===== src/rtl/if_fetch_sequencer.sv =====
// Instruction-fetch front end: PC/nPC pair, IF/ID pipeline register and a fetch counter.
// Implements SPARC delayed control transfer, where a taken CTI redirects after its delay slot.
module if_fetch_sequencer #(
   parameter int unsigned ADDR_W   = 8,
   parameter logic [31:0] NOP_WORD = 32'h0100_0000
) (
   input  logic              Clk,
   input  logic              R,
   input  logic              LE,
   output logic [ADDR_W-1:0] imem_addr,
   input  logic [31:0]       imem_data,
   input  logic              redirect,
   input  logic [ADDR_W-1:0] target,
   input  logic              annul,
   output logic [ADDR_W-1:0] pc,
   output logic [ADDR_W-1:0] npc,
   output logic [31:0]       ifid_instr,
   output logic [ADDR_W-1:0] ifid_pc,
   output logic              ifid_valid,
   output logic [15:0]       fetch_count
);

   logic [ADDR_W-1:0] pc_q, pc_d;
   logic [ADDR_W-1:0] npc_q, npc_d;
   logic [31:0]       ifid_instr_q, ifid_instr_d;
   logic [ADDR_W-1:0] ifid_pc_q, ifid_pc_d;
   logic              ifid_valid_q, ifid_valid_d;
   logic [15:0]       fetch_count_q, fetch_count_d;
   logic [ADDR_W-1:0] target_aligned;

   assign target_aligned = {target[ADDR_W-1:2], 2'b00};

   always_comb begin
      pc_d          = pc_q;
      npc_d         = npc_q;
      ifid_instr_d  = ifid_instr_q;
      ifid_pc_d     = ifid_pc_q;
      ifid_valid_d  = ifid_valid_q;
      fetch_count_d = fetch_count_q;
      if (LE) begin
         // The slot at pc is always consumed; annul only turns it into a bubble.
         pc_d      = redirect ? target_aligned : npc_q;
         npc_d     = pc_d + ADDR_W'(4);
         ifid_pc_d = pc_q;
         if (annul) begin
            ifid_instr_d = NOP_WORD;
            ifid_valid_d = 1'b0;
         end else begin
            ifid_instr_d = imem_data;
            ifid_valid_d = 1'b1;
            if (fetch_count_q != 16'hFFFF) begin
               fetch_count_d = fetch_count_q + 16'd1;
            end
         end
      end
   end

   always_ff @(posedge Clk or negedge R) begin
      if (!R) begin
         pc_q          <= '0;
         npc_q         <= ADDR_W'(4);
         ifid_instr_q  <= NOP_WORD;
         ifid_pc_q     <= '0;
         ifid_valid_q  <= 1'b0;
         fetch_count_q <= '0;
      end else begin
         pc_q          <= pc_d;
         npc_q         <= npc_d;
         ifid_instr_q  <= ifid_instr_d;
         ifid_pc_q     <= ifid_pc_d;
         ifid_valid_q  <= ifid_valid_d;
         fetch_count_q <= fetch_count_d;
      end
   end

   assign imem_addr   = pc_q;
   assign pc          = pc_q;
   assign npc         = npc_q;
   assign ifid_instr  = ifid_instr_q;
   assign ifid_pc     = ifid_pc_q;
   assign ifid_valid  = ifid_valid_q;
   assign fetch_count = fetch_count_q;

endmodule


===== config.mk =====
export PLATFORM = sky130hd
export DESIGN_NAME = if_fetch_sequencer
export DESIGN_NICKNAME = d
export VERILOG_FILES = /design/src/rtl/if_fetch_sequencer.sv
export SDC_FILE = /design/constraint.sdc
export NUM_CORES = 1
export LEC_CHECK = 0
export ABC_AREA = 1
export BUFFER_PORTS_ARGS = -buffer_cell sky130_fd_sc_hd__buf_2
export CAP_MARGIN = 20
export CORE_ASPECT_RATIO = 0.7
export CORE_MARGIN = 2
export CORE_UTILIZATION = 30
export DETAILED_ROUTE_END_ITERATION = 16
export PLACE_DENSITY = 0.62
export SETUP_SLACK_MARGIN = 0.15
export SKIP_CTS_REPAIR_TIMING = 1
export SLEW_MARGIN = 20
export SYNTH_ARGS = -nofsm -noshare
export SYNTH_HDL_FRONTEND = slang
export SYNTH_SLANG_ARGS = --single-unit

===== constraint.sdc =====
create_clock -name Clk -period 2.9 [get_ports Clk]
set_clock_uncertainty 0.15 [all_clocks]
set_input_delay 0.435 -clock Clk [delete_from_list [all_inputs] [get_ports Clk]]
set_output_delay 0.435 -clock Clk [all_outputs]
set_load 0.1 [all_outputs]

==> metrics.txt <==
status complete, no violations; CTS tree yes; crit-path leading delay family flip-flops; Yosys cell types 32; Row Count 31; fraction of the mapped netlist area in simple logic gates 17.5%; clock buffer depth 2; post-place setup slack 957 ps; I/O pin count 126; Post-Syn Instances 333; Area Growth Syn to Fin 30.7%; critical path class reg2out; gpl congestion 0.852; CTS H-Tree Depth 3; Synth Area in Compound Gates 16.3%; Worst setup EP type primary output; multiplexer share of the synthesized area 0%; critical path fanouts, max 2; Final TNS setup 0 ps; Synth top cells by count nand2_1, dfrtp_1, a22o_1, inv_1, nor2_1; DR pass1 iterations 4; VDD IR max 634 uV; highest-delay cell along the critical path dfstp_2; Hold Fails Final Rpt 0; remaining antenna violation count 0; routed len/inst 12.8 um; via count 2,652; Peak Freq 535 MHz; antenna cell count 0; CP bufs+invs 1; vias in the first global route 2,345; Cell Chain, Critical Path buf_2; R2R Setup Slk 1040 ps; # DRC 0; share of layout cells above drive strength 1 34.2%; RSZ-0062 raised after global routing false; number of synthesized register bits 67; Syn Area/Cell 9.36 um^2; pwr dens 896 nW/um^2; main area contributors after synthesis dfrtp_1, nand2_1, a22o_1, buf_4, o21ai_0; all-layer global routing usage 13.0%; Hold Path Class in2reg; area leader, netlist dfrtp_1; Post-Synth Adder-Cell Area 0.803%; HP Start imem_data[31]; Critical R2R Launch npc[2]; Critical Path Start Type flip-flop; crit-path max cell delay 530 ps; Die Wd 126 um; Yosys top cell area share 52.2%; Clock Sinks 67; Worst EP arrival 1280 ps; Ys Warns 0; GR Overflow Total 0; port bufs 115; clock slew at reported path FFs 60 ps; MaxCap Viol Count 0; Synth Cell Area 3120 um^2; data required time of the critical path 2320 ps; largest family of logic cells by synthesized area simple AND/OR/NAND/NOR gates; Die Y 89.3 um; final-report setup violation count 0; ys flop type dfrtp_1; first-pass GRT wire length 11.4 mm; Post-DP HPWL 5.29 mm; r2r worst-path depth 6; top-count cell post-synth nand2_1; Final Critical Period 1870 ps; largest net degree at the start of global routing 51; initial antenna violation count 0; Total Wirelength 7.44 mm; final clock period utilization by the worst path 64.5%; Pins Over Slew Limit 0; CTS Root Cell clkbuf_16; Leakage 2.12 nW; clock latency at the later pin of the worst-skew pair 330 ps; initial cell density of the core 30.4%; number of buffers created by CTS 9; Iter 0 DRT Violations 115; final net count 492; Avg Vias per Cell 4.56; Synth async-reset ratio 100%; worst hold endpoint ifid_instr[31]; die area 11,200 um^2; sequential area share after synthesis 53.9%; Post-Synth XOR/XNOR Area 2.25%; Post-synth EDFFs 0; R2R Path End npc[6]; hold path depth 2; core footprint 10,200 um^2; worst setup margin 1030 ps
[flip-flops by register name (all words and copies together) (netlist names)]
signal and flops:
fetch_count 16, imem_addr 6, ifid_valid 1, ifid_pc 6
npc 6, ifid_instr 32
[worst max-delay path by stage]
stage                        start             end  slack, ps  depth (start not counted)
finish                      npc[2]          npc[2]       1030                          1
global route                npc[2]          npc[6]        810                          6
CTS                 fetch_count[2]  fetch_count[2]       1010                          1
detailed placement        redirect          npc[6]        960                          6
global placement          redirect          npc[6]       1010                          6
floorplan           fetch_count[1]  fetch_count[9]        600                          9
[layer usage]
| layer | share of wire (%) | global-route usage [%] | up-vias |
|---|---|---|---|
| met5 | 0 | 0 | - |
| met4 | 1.3 | 4.30 | 0 |
| met3 | 8.3 | 5.09 | 10 |
| met2 | 42 | 19.3 | 98 |
| met1 | 48 | 17.7 | 1246 |
| li1 | - | - | 1298 |
[where the power goes]
group          switching [mW]  total [mW]  internal [mW]
sequential             0.0988        1.14           1.04
combinational            1.14        1.34          0.204
clock                   0.411        1.16          0.754
[layout by cell type (no fill, tap or decap), types with 2 or more instances in the layout]
master / Yosys / routed
buf_2: 3 / 115
nand2_1: 86 / 86
dfrtp_1: 65 / 65
a22o_1: 31 / 31
inv_1: 26 / 26
nor2_1: 22 / 22
o21ai_0: 21 / 21
nand3_1: 11 / 11
clkbuf_16: 0 / 9
conb_1: 1 / 8
o21ai_2: 5 / 5
buf_4: 15 / 5
xnor2_1: 4 / 4
xor2_1: 4 / 4
inv_2: 3 / 3
nor2_4: 3 / 3
nand2_2: 3 / 3
nand4_1: 3 / 3
a21oi_1: 3 / 3
nor2_2: 2 / 2
o22ai_1: 2 / 2
ha_1: 2 / 2
clkinv_4: 0 / 2
bufinv_16: 0 / 2
dfstp_2: 2 / 2
[logic make-up (layout without fill, tap and decap cells)]
family,after synthesis,after routing
buffers and inverters,56,166
xor gates and xnor gates,8,8
DFF,67,67
AOI/OAI and AO/OA,69,69
and+or+nand+nor,130,130
other,1,8
adders and majority gates,2,2
[layout make-up]
cell class | instances | area [um^2]
clock buffer | 10 | 229
clock inverter | 6 | 90.1
inverter | 29 | 109
tap | 132 | 165
fill | 1015 | 6170
multi-input combinational | 217 | 1180
sequential | 67 | 1680
timing repair buffer | 121 | 623
[per-stage QoR]
stage                     std cells  instance area, um^2  utilization (%)  hold WS (ps)  power (mW)
after floorplan                 340                 3140                -         -10.6        2.29
after global placement          565                 3740             36.6           248        2.49
after detailed placement        565                 3740             36.6           256        2.50
after CTS                       581                 4060             39.7         -99.9        3.69
after global routing            582                 4070             39.8           165        3.80
final                           582                 4070             39.8           171        3.65
(Power assumes the default switching activity.)
